$ cat src/rtl/ann_pkg.sv
// Shared types and constants for the fully-connected layer scheduler.
//   FP_ONE / FP_ZERO : IEEE-754 single-precision constants (bias operand, clamp value)
//   state_t          : scheduler FSM states
//   cw/addr_w/term_w/nrn_w : clog2-based counter widths, never narrower than 1 bit
package ann_pkg;

  localparam logic [31:0] FP_ONE  = 32'h3F80_0000;
  localparam logic [31:0] FP_ZERO = 32'h0000_0000;

  typedef enum logic [2:0] {IDLE, LOAD, CLR, FEED, DRAIN, OUT} state_t;

  function automatic int cw(input int v);
    return (v > 1) ? $clog2(v) : 1;
  endfunction

  // weight-memory address: M rows of N weights + 1 bias
  function automatic int addr_w(input int n, input int m);
    return cw(m * (n + 1));
  endfunction

  // term index 0..N (N = bias term)
  function automatic int term_w(input int n);
    return cw(n + 1);
  endfunction

  // neuron index 0..M-1
  function automatic int nrn_w(input int m);
    return cw(m);
  endfunction

endpackage

$ cat src/rtl/layer_scheduler_if.sv
// Bus bundle for layer_scheduler.
//   x_*   : input-vector stream (valid/ready)
//   w_*   : weight-memory read port (data one cycle after address)
//   mac_* : shared FP multiply-accumulate unit control/operands/result
//   y_*   : neuron result stream (valid/ready), layer_done pulse
// Modports: master = scheduler side, slave = environment side.
interface layer_scheduler_if #(
  parameter int N  = 3,
  parameter int M  = 4,
  parameter int DW = 32
);
  import ann_pkg::*;

  localparam int AW = addr_w(N, M);
  localparam int IW = nrn_w(M);

  logic [DW-1:0] x_data;
  logic          x_valid;
  logic          x_ready;
  logic [AW-1:0] w_addr;
  logic [DW-1:0] w_data;
  logic          mac_clr;
  logic          mac_en;
  logic [DW-1:0] mac_w;
  logic [DW-1:0] mac_x;
  logic [DW-1:0] mac_acc;
  logic [DW-1:0] y_data;
  logic [IW-1:0] y_idx;
  logic          y_valid;
  logic          y_ready;
  logic          layer_done;

  modport master (
    input  x_data, x_valid, w_data, mac_acc, y_ready,
    output x_ready, w_addr, mac_clr, mac_en, mac_w, mac_x,
           y_data, y_idx, y_valid, layer_done
  );

  modport slave (
    output x_data, x_valid, w_data, mac_acc, y_ready,
    input  x_ready, w_addr, mac_clr, mac_en, mac_w, mac_x,
           y_data, y_idx, y_valid, layer_done
  );

endinterface

$ cat src/rtl/layer_scheduler_relu_clamp.sv
// relu_clamp: combinational bit-level ReLU. Any value with the sign bit set
// (negative numbers and -0.0) becomes +0.0; everything else passes through.
//   din  : accumulator value
//   dout : clamped value
module relu_clamp
  import ann_pkg::*;
#(
  parameter int DW = 32
) (
  input  logic [DW-1:0] din,
  output logic [DW-1:0] dout
);

  assign dout = din[DW-1] ? DW'(FP_ZERO) : din;

endmodule

$ cat src/rtl/layer_scheduler.sv
// layer_scheduler: runs one fully-connected layer of M neurons x N inputs
// through a single external FP MAC. Buffers the input vector, then per neuron
// clears the MAC, streams N weights plus the bias (against x = 1.0), waits out
// the MAC latency, and presents the result on the y stream.
//   clk, rst : clock, synchronous active-high reset
//   bus      : layer_scheduler_if.master (x stream, weight port, MAC, y stream)
// Optional: define LAYER_SCHED_RELU_EN to clamp negative results (incl. -0.0)
// to +0.0; otherwise y_data is the raw latched accumulator.
module layer_scheduler
  import ann_pkg::*;
#(
  parameter int N       = 3,
  parameter int M       = 4,
  parameter int MAC_LAT = 2,
  parameter int DW      = 32
) (
  input  logic               clk,
  input  logic               rst,
  layer_scheduler_if.master  bus
);

  localparam int AW = addr_w(N, M);
  localparam int TW = term_w(N);
  localparam int JW = nrn_w(M);

  state_t state, state_n;

  logic [TW-1:0]      k;          // input-vector load index
  logic [TW-1:0]      t;          // term index within a neuron
  logic [JW-1:0]      j;          // neuron index
  logic [AW-1:0]      base;       // j*(N+1), kept incrementally
  logic [DW-1:0]      xbuf  [N];
  logic [DW-1:0]      terms [N+1];
  logic [DW-1:0]      acc_q;
  logic [DW-1:0]      y_f;
  logic [MAC_LAT-1:0] vld_pipe;   // tracks the last beat through the MAC latency

  logic last_x, last_term, last_nrn, last_beat;

  assign last_x    = (k == TW'(N - 1));
  assign last_term = (t == TW'(N));
  assign last_nrn  = (j == JW'(M - 1));
  assign last_beat = (state == FEED) && last_term;

  // operand x for each term; the bias term multiplies against 1.0
  for (genvar i = 0; i < N; i++) begin : g_terms
    assign terms[i] = xbuf[i];
  end
  assign terms[N] = DW'(FP_ONE);

`ifdef LAYER_SCHED_RELU_EN
  relu_clamp #(.DW(DW)) u_relu (.din(acc_q), .dout(y_f));
`else
  assign y_f = acc_q;
`endif

  always_ff @(posedge clk) begin
    if (rst) state <= IDLE;
    else     state <= state_n;
  end

  always_ff @(posedge clk) begin
    if (rst) begin
      k        <= '0;
      t        <= '0;
      j        <= '0;
      base     <= '0;
      acc_q    <= '0;
      vld_pipe <= '0;
      for (int i = 0; i < N; i++) xbuf[i] <= '0;
    end else begin
      // bit MAC_LAT-1 is set exactly MAC_LAT cycles after the last mac_en beat
      vld_pipe <= (vld_pipe << 1) | MAC_LAT'(last_beat);
      case (state)
        LOAD: if (bus.x_valid) begin
          xbuf[k] <= bus.x_data;
          k       <= last_x ? '0 : k + 1'b1;
          j       <= '0;
          base    <= '0;
        end
        CLR:   t <= '0;
        FEED:  t <= t + 1'b1;
        DRAIN: if (vld_pipe[MAC_LAT-1]) acc_q <= bus.mac_acc;
        OUT: if (bus.y_ready) begin
          j    <= last_nrn ? '0 : j + 1'b1;
          base <= last_nrn ? '0 : base + AW'(N + 1);
        end
        default: ;
      endcase
    end
  end

  always_comb begin
    state_n        = state;
    bus.x_ready    = 1'b0;
    bus.w_addr     = '0;
    bus.mac_clr    = 1'b0;
    bus.mac_en     = 1'b0;
    bus.mac_w      = '0;
    bus.mac_x      = '0;
    bus.y_data     = '0;
    bus.y_idx      = '0;
    bus.y_valid    = 1'b0;
    bus.layer_done = 1'b0;
    case (state)
      IDLE: state_n = LOAD;
      LOAD: begin
        bus.x_ready = 1'b1;
        if (bus.x_valid && last_x) state_n = CLR;
      end
      CLR: begin
        bus.mac_clr = 1'b1;
        bus.w_addr  = base;
        state_n     = FEED;
      end
      FEED: begin
        // w_data holds term t (addressed last cycle); prefetch term t+1
        bus.mac_en = 1'b1;
        bus.mac_w  = bus.w_data;
        bus.mac_x  = terms[t];
        bus.w_addr = last_term ? '0 : base + AW'(t) + AW'(1);
        if (last_term) state_n = DRAIN;
      end
      DRAIN: if (vld_pipe[MAC_LAT-1]) state_n = OUT;
      OUT: begin
        bus.y_valid = 1'b1;
        bus.y_idx   = j;
        bus.y_data  = y_f;
        if (bus.y_ready) begin
          bus.layer_done = last_nrn;
          state_n        = last_nrn ? IDLE : CLR;
        end
      end
      default: state_n = IDLE;
    endcase
  end

endmodule

$ cat src/flat_wrapper.sv
// flat-port wrapper written by rule: the top's interface ports become plain ports
module layer_scheduler_flat import ann_pkg::*;
#(
  parameter int N       = 3,
  parameter int M       = 4,
  parameter int MAC_LAT = 2,
  parameter int DW      = 32
)
  (clk, rst, bus_x_data, bus_x_valid, bus_w_data, bus_mac_acc, bus_y_ready, bus_x_ready, bus_w_addr, bus_mac_clr, bus_mac_en, bus_mac_w, bus_mac_x, bus_y_data, bus_y_idx, bus_y_valid, bus_layer_done);
  layer_scheduler_if #(.N(N), .M(M), .DW(DW)) bus_i ();
  input  logic clk;
  input  logic rst;
  input wire logic [$bits(bus_i.x_data)-1:0] bus_x_data;
  input wire logic [$bits(bus_i.x_valid)-1:0] bus_x_valid;
  input wire logic [$bits(bus_i.w_data)-1:0] bus_w_data;
  input wire logic [$bits(bus_i.mac_acc)-1:0] bus_mac_acc;
  input wire logic [$bits(bus_i.y_ready)-1:0] bus_y_ready;
  output wire logic [$bits(bus_i.x_ready)-1:0] bus_x_ready;
  output wire logic [$bits(bus_i.w_addr)-1:0] bus_w_addr;
  output wire logic [$bits(bus_i.mac_clr)-1:0] bus_mac_clr;
  output wire logic [$bits(bus_i.mac_en)-1:0] bus_mac_en;
  output wire logic [$bits(bus_i.mac_w)-1:0] bus_mac_w;
  output wire logic [$bits(bus_i.mac_x)-1:0] bus_mac_x;
  output wire logic [$bits(bus_i.y_data)-1:0] bus_y_data;
  output wire logic [$bits(bus_i.y_idx)-1:0] bus_y_idx;
  output wire logic [$bits(bus_i.y_valid)-1:0] bus_y_valid;
  output wire logic [$bits(bus_i.layer_done)-1:0] bus_layer_done;
  assign bus_i.x_data = bus_x_data;
  assign bus_i.x_valid = bus_x_valid;
  assign bus_i.w_data = bus_w_data;
  assign bus_i.mac_acc = bus_mac_acc;
  assign bus_i.y_ready = bus_y_ready;
  assign bus_x_ready = bus_i.x_ready;
  assign bus_w_addr = bus_i.w_addr;
  assign bus_mac_clr = bus_i.mac_clr;
  assign bus_mac_en = bus_i.mac_en;
  assign bus_mac_w = bus_i.mac_w;
  assign bus_mac_x = bus_i.mac_x;
  assign bus_y_data = bus_i.y_data;
  assign bus_y_idx = bus_i.y_idx;
  assign bus_y_valid = bus_i.y_valid;
  assign bus_layer_done = bus_i.layer_done;
  layer_scheduler #(.N(N), .M(M), .MAC_LAT(MAC_LAT), .DW(DW)) u_core (.clk(clk), .rst(rst), .bus(bus_i));
endmodule
$ cat config.mk
export PLATFORM = sky130hd
export DESIGN_NAME = layer_scheduler_flat
export DESIGN_NICKNAME = d
export VERILOG_FILES = /design/src/rtl/ann_pkg.sv /design/src/rtl/layer_scheduler_if.sv /design/src/rtl/layer_scheduler_relu_clamp.sv /design/src/rtl/layer_scheduler.sv /design/src/flat_wrapper.sv
export SDC_FILE = /design/constraint.sdc
export NUM_CORES = 1
export LEC_CHECK = 0
export ABC_AREA = 1
export BUFFER_PORTS_ARGS = -buffer_cell sky130_fd_sc_hd__buf_2
export CAP_MARGIN = 15
export CORE_AREA = 3 3 125 127
export CTS_BUF_LIST = sky130_fd_sc_hd__clkbuf_2
export DETAILED_ROUTE_END_ITERATION = 8
export DIE_AREA = 0 0 128 130
export PLACE_DENSITY = 0.71
export SLEW_MARGIN = 20
export SYNTH_ARGS = -nofsm -noshare
export SYNTH_HDL_FRONTEND = slang
export SYNTH_SLANG_ARGS = --single-unit
$ cat constraint.sdc
create_clock -name clk -period 2.9 [get_ports clk]
set_input_delay 0.145 -clock clk [delete_from_list [all_inputs] [get_ports clk]]
set_output_delay 0.145 -clock clk [all_outputs]
set_load 0.01 [all_outputs]
# --- After elaboration in Yosys (flattened, before gate mapping) ---
# Memory sizes are Yosys's and may differ from the RTL's.
# Cells that the tools add are included.
# W data, S select, Z words.
word_totals:
  out_inout_bits: 107
  ramBits: 96
  input_bits: 100
  ff_bits: 47
  mem_count: 1
  wordCells: 80
classes:
  n_eq_ne: 13
  addsub: 6
  bitwise_logic: 2
  n_mux: 40
  n_reduce_logical: 10
  n_lt_le_gt_ge: 1
mem_list:
  columns: ["memory", "words", "width", "read_ports", "rd_clocked_by_memory_dff", "wr", "line", "rtl"]
  rows:
  - ["u_core.xbuf", 3, 32, 3, 0, 3, "layer_scheduler.sv:32", "logic [DW-1:0] xbuf [N];"]
ops:
  columns: ["cell", "n"]
  rows:
  - ["$mux W32", 6]
  - ["$bmux W32 S2", 1]
  - ["$reduce_or A32 Y1", 1]
  - ["$pmux W3 S6", 1]
  - ["$mux W4", 4]
  - ["$pmux W4 S2", 2]
  - ["$mux W2", 7]
  - ["$mux W1", 13]
  - ["$mux W3", 4]
  - ["$pmux W2 S2", 2]
  - ["$add A2 B1 Y2 const B", 3]
  - ["$eq A2 B2 Y1 const B", 3]
  - ["$eq A3 B2 Y1 const B", 2]
  - ["$eq A3 B3 Y1 const B", 2]
  - ["$ne A2 B1 Y1 const B", 3]
  - ["$add A4 B1 Y4 const B", 1]
  - ["$add A4 B2 Y4", 1]
  - ["$add A4 B3 Y4 const B", 1]
  - ["$ne A2 B2 Y1 const B", 2]
  - ["$reduce_and A2 Y1", 2]
  - ["$reduce_and A4 Y1", 1]
  - ["$reduce_bool A2 Y1", 2]
  - ["$eq A3 B1 Y1 const B", 1]
  - ["$ge A3 B3 Y1 const B", 1]
  - ["other kinds (5)", 6]

# --- Longest topological paths before layout ---
# Gate-level depths: netlist of run 1.
depth:
  depth_word: 6
  depth_mapped: 9
  depth_no_buf: 9

# --- Least setup slack after synthesis of run 1 ---
# OpenSTA, ideal clock, no wires.
synth_timing:
  path_type: "register to register"
  start: "register u_core.state[1]"
  end: "memory u_core.xbuf[0][0] (enable)"
  setup_ns: 0.389
  t_required_ns: 2.511
  path_buffers: 1
  path_slack_ns: 0.667
  path_stages_with_launch: 9
  synth_period_minus_slack_ns: 2.233
  arrival_time_ns: 1.844
  cell_sequence: "dfxtp_1 > inv_2 > nand2_2 > nor2_4 > nand2_4 > nor2_8 > nand3_4 > buf_6 > nand2_1"
synth_lines:
  columns: ["item", "line", "rtl"]
  rows:
  - ["from (decl)", "layer_scheduler.sv:26", "state_t state, state_n;"]
  - ["from (signal assigned)", "layer_scheduler.sv:59", "else state <= state_n;"]
  - ["to (decl)", "layer_scheduler.sv:32", null]

# --- Final worst setup path of run 1 ---
layout_timing:
  start: "register u_core.t[0]"
  end: "output bus_mac_x[0]"
layout_via:
  elab_chain_cells: 5
layout_lines:
  columns: ["item", "line", "rtl"]
  rows:
  - ["from (decl)", "layer_scheduler.sv:29", "logic [TW-1:0] t;"]
  - ["from (signal assigned)", "layer_scheduler.sv:82", "FEED: t <= t + 1'b1;"]
  - ["$not A2 Y3 (not written as such)", "layer_scheduler.sv:120", "bus.mac_x = terms[t];"]
  - ["$bmux W32 S2", "layer_scheduler.sv:120", null]
  - ["$mux W32 (not written as such) (2 in a row)", "layer_scheduler.sv:120", null]
  - ["$mux W32", "layer_scheduler.sv:105", "case (state)"]
  - ["to (decl)", "flat_wrapper.sv:23", "output wire logic [$bits(bus_i.mac_x)-1:0] bus_mac_x;"]
# No other way between the ends. The select of a mux whose other input is x is not followed.

==> results of run 1 <==
[per-layer routing]
layer	GRT usage, %	wire length [um]
met1	23.13	6702
met2	35.77	8578
met3	4.585	1147
met4	7.179	311
met5	0	0
[what timing repair did]
action / 4_1_cts / 5_1_grt
hold buffers: 68 / 0
gates resized for setup: 0 / 3
endpoints found under the setup margin: 0 / 20
hold endpoints to repair: 141 / 0
[sequential cells by signal, summed over array words and instances, names as in the netlist]
register,cells
u_core.xbuf,96
u_core.acc_q,32
u_core.state,3
u_core.base,2
u_core.j,2
u_core.k,2
u_core.t,2
u_core.vld_pipe,2
[path summary, 6_finish.rpt]
path / startpoint / to
setup / recovery: u_core.t[0]$_SDFFE_PP0P_ / bus_mac_x[0]
hold reg to reg: u_core.vld_pipe[0]$_SDFF_PP0_ / u_core.vld_pipe[1]$_SDFF_PP0_
hold / removal: bus_mac_acc[21] / u_core.acc_q[21]$_SDFFE_PP0P_
setup reg to reg: u_core.t[0]$_SDFFE_PP0P_ / u_core.state[0]$_SDFFE_PP0P_
[layout by cell type, fill, tap and decap left out]
| cell | Yosys | layout |
|---|---|---|
| nor2_2 | 9 | 8 |
| inv_2 | 3 | 2 |
| o21bai_1 | 1 | 1 |
| nor2_8 | 1 | 1 |
| xor2_1 | 1 | 1 |
| nand2_4 | 1 | 1 |
| nand3b_1 | 1 | 1 |
| nand2_2 | 1 | 1 |
| buf_4 | 1 | 15 |
| clkinvlp_4 | 0 | 2 |
| nand3_1 | 8 | 8 |
| xnor2_1 | 2 | 2 |
| clkinv_1 | 0 | 4 |
| clkbuf_2 | 0 | 17 |
| diode_2 | 0 | 1 |
| buf_2 | 7 | 206 |
| o21ai_0 | 70 | 70 |
| bufinv_16 | 0 | 2 |
| a21oi_1 | 79 | 79 |
| o22ai_1 | 2 | 2 |
| edfxtp_1 | 96 | 96 |
| nand4_1 | 2 | 2 |
| dfxtp_1 | 45 | 44 |
| nand3_4 | 3 | 3 |
| dlygate4sd3_1 | 0 | 68 |
| inv_6 | 0 | 2 |
| clkinv_2 | 0 | 1 |
| clkinv_4 | 0 | 4 |
| nor2_4 | 2 | 3 |
| nor2_1 | 216 | 216 |
| ha_1 | 4 | 4 |
| nand3_2 | 1 | 1 |
| inv_1 | 116 | 116 |
| inv_4 | 0 | 1 |
| dfxtp_2 | 0 | 1 |
| nor3_1 | 1 | 1 |
| nand2_1 | 52 | 52 |
[area by class of cell]
class,count,area (um2),area share [%]
clock buffers,17,85.08,0.9869
diodes,1,2.502,0.02903
well taps,184,230.2,2.671
repair buffers,289,1824,21.16
inverters,119,449.2,5.210
multi-input cells,457,2097,24.33
clock inverters,15,147.6,1.713
flip-flops and latches,141,3785,43.90
[report_power, final]
group | switching, mW | total, mW | internal, mW
Clock | 0.730 | 1.12 | 0.392
Combinational | 0.660 | 1.06 | 0.399
Sequential | 0.0819 | 2.37 | 2.29
Total | 1.47 | 4.55 | 3.08
[cell families (layout without fill, tap and decap cells)]
family	count (synthesis)	in the layout	share of synthesized area [%]
xor+xnor	3	3	0.3999
flops	141	141	57.58
compound gates	152	152	11.65
buf+inv	164	440	10.59
fa+ha+maj	4	4	0.7616
simple gates	298	298	19.02
other cells	0	1	0
[per-stage QoR]
step | hold WS [ps] | cells | TNS, ps | worst slack [ps] | utilization (%)
5_1_grt | 176.9 | 1222 | -17.04 | -10.76 | 59.30
6_report | 230.9 | 1223 | 0 | 229.5 | 59.31
3_3_place_gp | 419.1 | 1122 | 0 | 940.8 | 52.96
3_5_place_dp | 429.8 | 1122 | 0 | 835.1 | 52.96
2_1_floorplan | 336.6 | 762 | 0 | 667.0 | -
4_1_cts | 156.4 | 1222 | 0 | 66.03 | 59.25
[worst max-delay path, stage by stage, from the launching register on]
cell     delay [ps]
dfxtp_2         630
inv_1           390
buf_4           290
o21ai_0         230
a21oi_1         100
buf_2           170
==> flow_metrics.py, run 1 <==
metrics = {
    "logic_synthesis": {
        "netlist_top_cells_area": "edfxtp_1, dfxtp_1, nor2_1",
        "avgSynthCellArea_um2": 8.624,
        "yosys_warnings": 0,
        "yosysSeqAreaShare_pct": 57.58,
        "synth_largest_area_cell": "edfxtp_1",
        "synth_edf_count": 96,
        "yosys.area.top_type_share_pct": 43.87,
        "synthMostInstantiatedCell": "nor2_1",
        "yosysUniqueCellTypes": 29,
        "syn_inst": 762,
        "syn-num-nets": 866,
        "ys_top_cells_by_count": "nor2_1, inv_1, edfxtp_1",
        "synthFlopType": "edfxtp_1",
        "syn-cell-area_um2": 6571,
        "async_flop_share_pct": 0,
        "synth_seq_cells": 141,
    },
    "setup_path": {
        "worstSetupEndpointType": "primary output",
        "worst_r2r_path_depth": 10,
        "crit_path_max_fanout": 21,
        "crit_type": "flip-flop to primary output",
        "arrival_ps": 2530,
        "crit_required_ps": 2760,
        "cp-start-kind": "flip-flop",
        "reg2reg_slack_ps": 440,
    },
    "clocking": {
        "cts_root_buf": "clkbuf_2",
        "cts_buffers": 17,
        "htreeDepth": 4,
        "cts_setup_buffers": 0,
        "cts.sinks": 141,
        "clock_latency_ps": 720,
        "clock_path_buffers": 2,
        "cts_tree": "built",
        "clk_pin_slew_ps": 210,
    },
    "final_layout": {
        "syn_to_final_growth_pct": 31.19,
        "nNetsFinal": 1129,
        "final_area_um2": 8621,
        "layout-drive-gt1-share_pct": 26.11,
        "fillers": 1299,
    },
    "route": {
        "drcViolationCount": 0,
        "dr.pass1.iters": 5,
        "via_count": 5823,
        "viasPerCell": 4.761,
        "drt-initial-drc-count": 275,
        "wl_per_cell_um": 13.69,
        "antenna_left": 0,
        "wl_um": 16740,
    },
    "global_routing": {
        "grt_pass1_vias": 5418,
        "antenna_found_initial": 0,
        "grt_max_degree": 65,
        "grt_usage_pct": 19.83,
        "grt_pass1_wl_um": 25810,
        "grt-ovfl-total": 0,
    },
    "floorplanning": {
        "start_util_pct": 45.21,
        "die_h_um": 130,
        "io_pins": 207,
        "die_w_um": 128,
        "core_area_um2": 14530,
        "rows": 44,
        "dieArea_um2": 16640,
    },
    "worst_hold_path": {
        "hp-class": "primary input to flip-flop",
        "worstHoldPathCells": 4,
    },
    "timing": {
        "slew_viol_final": 0,
        "setup_violations": 0,
        "fin_crit_ps": 2671,
        "finClkSkew_ps": 18.35,
        "relSlewSlack_pct": 31.60,
        "tightest_slew_ps": 1025,
        "period_share_pct": 92.09,
        "hold_viol": 0,
        "rsz0062_at_grt": "yes",
        "max_freq_mhz": 374.5,
    },
    "placement": {
        "postPlaceCellArea_um2": 7697,
        "io_buffer_count": 206,
        "place_hpwl_um": 10770,
        "gp_congestion": 0.8049,
    },
    "run_status": {
        "outcome": "completed",
    },
    "pwr": {
        "fin_total_pwr_mw": 4.548,
        "peakVddDrop_v": 0.0002878,
        "p_leak_nw": 4.017,
        "pwr_density_cell_nw_per_um2": 527.6,
    },
    "flow_run": {
        "drv_cap": 0,
    },
}
(Power assumes the default switching activity.)
==> inputs of run 2 (changes only) <==
Settings changed: CTS_CLUSTER_SIZE set to 24, GPL_TIMING_DRIVEN set to 0.
==> run 2 against run 1 <==
Net effect: combinational power is 5% higher; maximum frequency is 1.6% higher; die area stayed put; sequential cell count stayed put; register-to-register slack better by 210 ps; non-clock buffer count is 31 higher; sequential share of layout area is 1.1 points lower; via count is 4.0% higher; sequential power hardly changed; cell count is 2.5% higher; worst setup slack better by 43 ps.
==> flow_metrics.py, run 2 (synthesis results as in run 1) <==
metrics = {
    "clocking": {
        "cts_root_buf": "clkbuf_2",
        "cts_tree": "built",
        "clock_latency_ps": 740,
        "cts_resized": 0,
        "cts_buffers": 17,
        "cts.sinks": 141,
        "htreeDepth": 4,
        "hold_buffers": 68,
        "clk_pin_slew_ps": 210,
        "clock_path_buffers": 2,
        "cts_setup_buffers": 0,
    },
    "pwr": {
        "p_clk_share_pct": 26.6,
        "p_switching_mw": 1.518,
        "power_frac_comb_pct": 23.6,
        "p_leak_nw": 4.100,
        "p_int_mw": 3.194,
        "pwr_density_cell_nw_per_um2": 533.2,
        "peakVddDrop_v": 0.0003503,
        "p_sw_share_pct": 32.22,
        "power_frac_seq_pct": 49.8,
    },
    "setup_path": {
        "cp_slowest_stage_delay_ps": 440,
        "worstSetupEndpointType": "primary output",
        "arrival_ps": 2480,
        "crit_required_ps": 2760,
        "slowest_stage": "clkbuf_1",
        "reg2reg_from": "u_core.state[1]$_SDFFE_PP0P_",
        "r2r_end": "u_core.xbuf[0][27]$_SDFFCE_PN0P_",
        "crit_type": "flip-flop to primary output",
        "cp_cell_sequence": "buf_2, inv_1, clkbuf_1, a21oi_1, a21oi_1, buf_2",
        "worst_r2r_path_depth": 8,
        "reg2reg_slack_ps": 650,
        "crit_path_max_fanout": 10,
        "cp-start-kind": "flip-flop",
    },
    "global_routing": {
        "grt_max_degree": 33,
        "grt_pass1_vias": 5631,
        "grt_usage_pct": 21.37,
        "grt_pass1_wl_um": 27390,
        "antenna_found_initial": 1,
        "grt-ovfl-total": 0,
    },
    "run_status": {
        "outcome": "completed",
    },
    "floorplanning": {
        "io_pins": 207,
        "die_h_um": 130,
        "core_area_um2": 14530,
        "rows": 44,
        "die_w_um": 128,
        "start_util_pct": 45.21,
        "dieArea_um2": 16640,
    },
    "route": {
        "wl_um": 17780,
        "viasPerCell": 4.830,
        "drcViolationCount": 0,
        "wl_per_cell_um": 14.18,
        "drt-initial-drc-count": 313,
        "via_count": 6057,
        "dr.pass1.iters": 5,
        "antenna_left": 0,
    },
    "final_layout": {
        "layout_commonest_cell": "nor2_1",
        "final_cell_mix": "nor2_1, buf_2, inv_1",
        "layout-drive-gt1-share_pct": 26.10,
        "top_register": "u_core.xbuf",
        "reg.largest.list": "u_core.xbuf (96), u_core.acc_q (32), u_core.state (3)",
        "final_area_um2": 8837,
        "syn_to_final_growth_pct": 34.48,
        "largest_reg_flops": 96,
        "nNetsFinal": 1160,
    },
    "timing": {
        "tightest_slew_ps": 817.6,
        "finClkSkew_ps": 30.53,
        "fin_crit_ps": 2627,
        "max_freq_mhz": 380.6,
        "slew_viol_final": 0,
        "relSlewSlack_pct": 45.30,
        "finalSetupTns_ps": 0,
        "hold_viol": 0,
        "setup_violations": 0,
        "rsz0062_at_grt": "no",
        "period_share_pct": 90.60,
    },
    "placement": {
        "place_hpwl_um": 11630,
        "gp_congestion": 0.8329,
        "postPlaceCellArea_um2": 7883,
        "io_buffer_count": 205,
    },
    "worst_hold_path": {
        "worstHoldPathCells": 4,
        "hold_start": "bus_mac_acc[28]",
        "hp-class": "primary input to flip-flop",
        "min_to": "u_core.acc_q[28]$_SDFFE_PP0P_",
    },
    "flow_run": {
        "drv_cap": 0,
    },
}
## run 2: cell count changes in the layout (fill, tap and decap cells not counted), moves of 2 or more
cell,before,now
buf_6,0,9
clkinv_1,4,1
buf_4,15,1
clkbuf_1,0,24
nand2_1,52,49
nand2_2,1,4
buf_1,0,4
buf_2,206,212
inv_6,2,4
## run 2: worst max path at each step
stage,startpoint,end,slack (ps),cells after the start
2_1_floorplan,u_core.state[1]$_SDFFE_PP0P_,u_core.xbuf[0][0]$_SDFFCE_PN0P_,670,8
6_report,u_core.t[0]$_SDFFE_PP0P_,bus_mac_x[27],270,6
4_1_cts,u_core.t[1]$_SDFFE_PP0P_,bus_mac_x[30],180,7
3_5_place_dp,u_core.state[1]$_SDFFE_PP0P_,u_core.xbuf[0][20]$_SDFFCE_PN0P_,620,8
5_1_grt,u_core.t[0]$_SDFFE_PP0P_,bus_mac_x[22],30,7
3_3_place_gp,u_core.state[1]$_SDFFE_PP0P_,u_core.xbuf[2][7]$_SDFFCE_PN0P_,90,8
## run 2: power groups by stage
stage	combinational, mW	sequential, mW	clock (mW)
after floorplan	0.673	2.38	0
after detailed placement	1.04	2.39	0
after CTS	1.12	2.34	1.27
after global routing	1.25	2.36	1.36
final	1.11	2.35	1.26
after global placement	1.01	2.39	0
## run 2: per-layer routing
metal	GRT usage (%)	up-vias	share of wire (%)
met4	11.36	0	3.7
met5	0	-	0
met1	24.72	2773	40
li1	-	3014	-
met3	4.462	58	6.3
met2	37.37	212	50
## run 2: metrics by stage
stage / cells / power, mW / hold slack (ps) / setup slack [ps] / utilization (%)
final: 1254 / 4.712 / 212.0 / 272.6 / 60.80
after global routing: 1254 / 4.969 / 176.8 / 33.18 / 60.80
after CTS: 1253 / 4.733 / 158.1 / 176.8 / 60.79
after detailed placement: 1153 / 3.426 / 403.0 / 617.0 / 54.24
after global placement: 1151 / 3.402 / 390.7 / 88.03 / 53.86
after floorplan: 762 / 3.050 / 336.6 / 667.0 / -
## run 2: critical path: cells and delay by family (launching register included)
family | cells | cell delay [ps]
buffers and inverters | 4 | 990
DFF | 1 | 370
AOI/OAI and AO/OA | 2 | 400
## run 2: final cells by class
cell class / count / area (um2)
fillers: 1283 / 5697
flip-flops and latches: 141 / 3784
multi-input cells: 457 / 2100
repair buffers: 275 / 1754
inverters: 119 / 446.7
plain buffers: 45 / 249.0
well taps: 184 / 230.2
clock inverters: 15 / 186.4
clock buffers: 17 / 85.08
diodes: 1 / 2.502
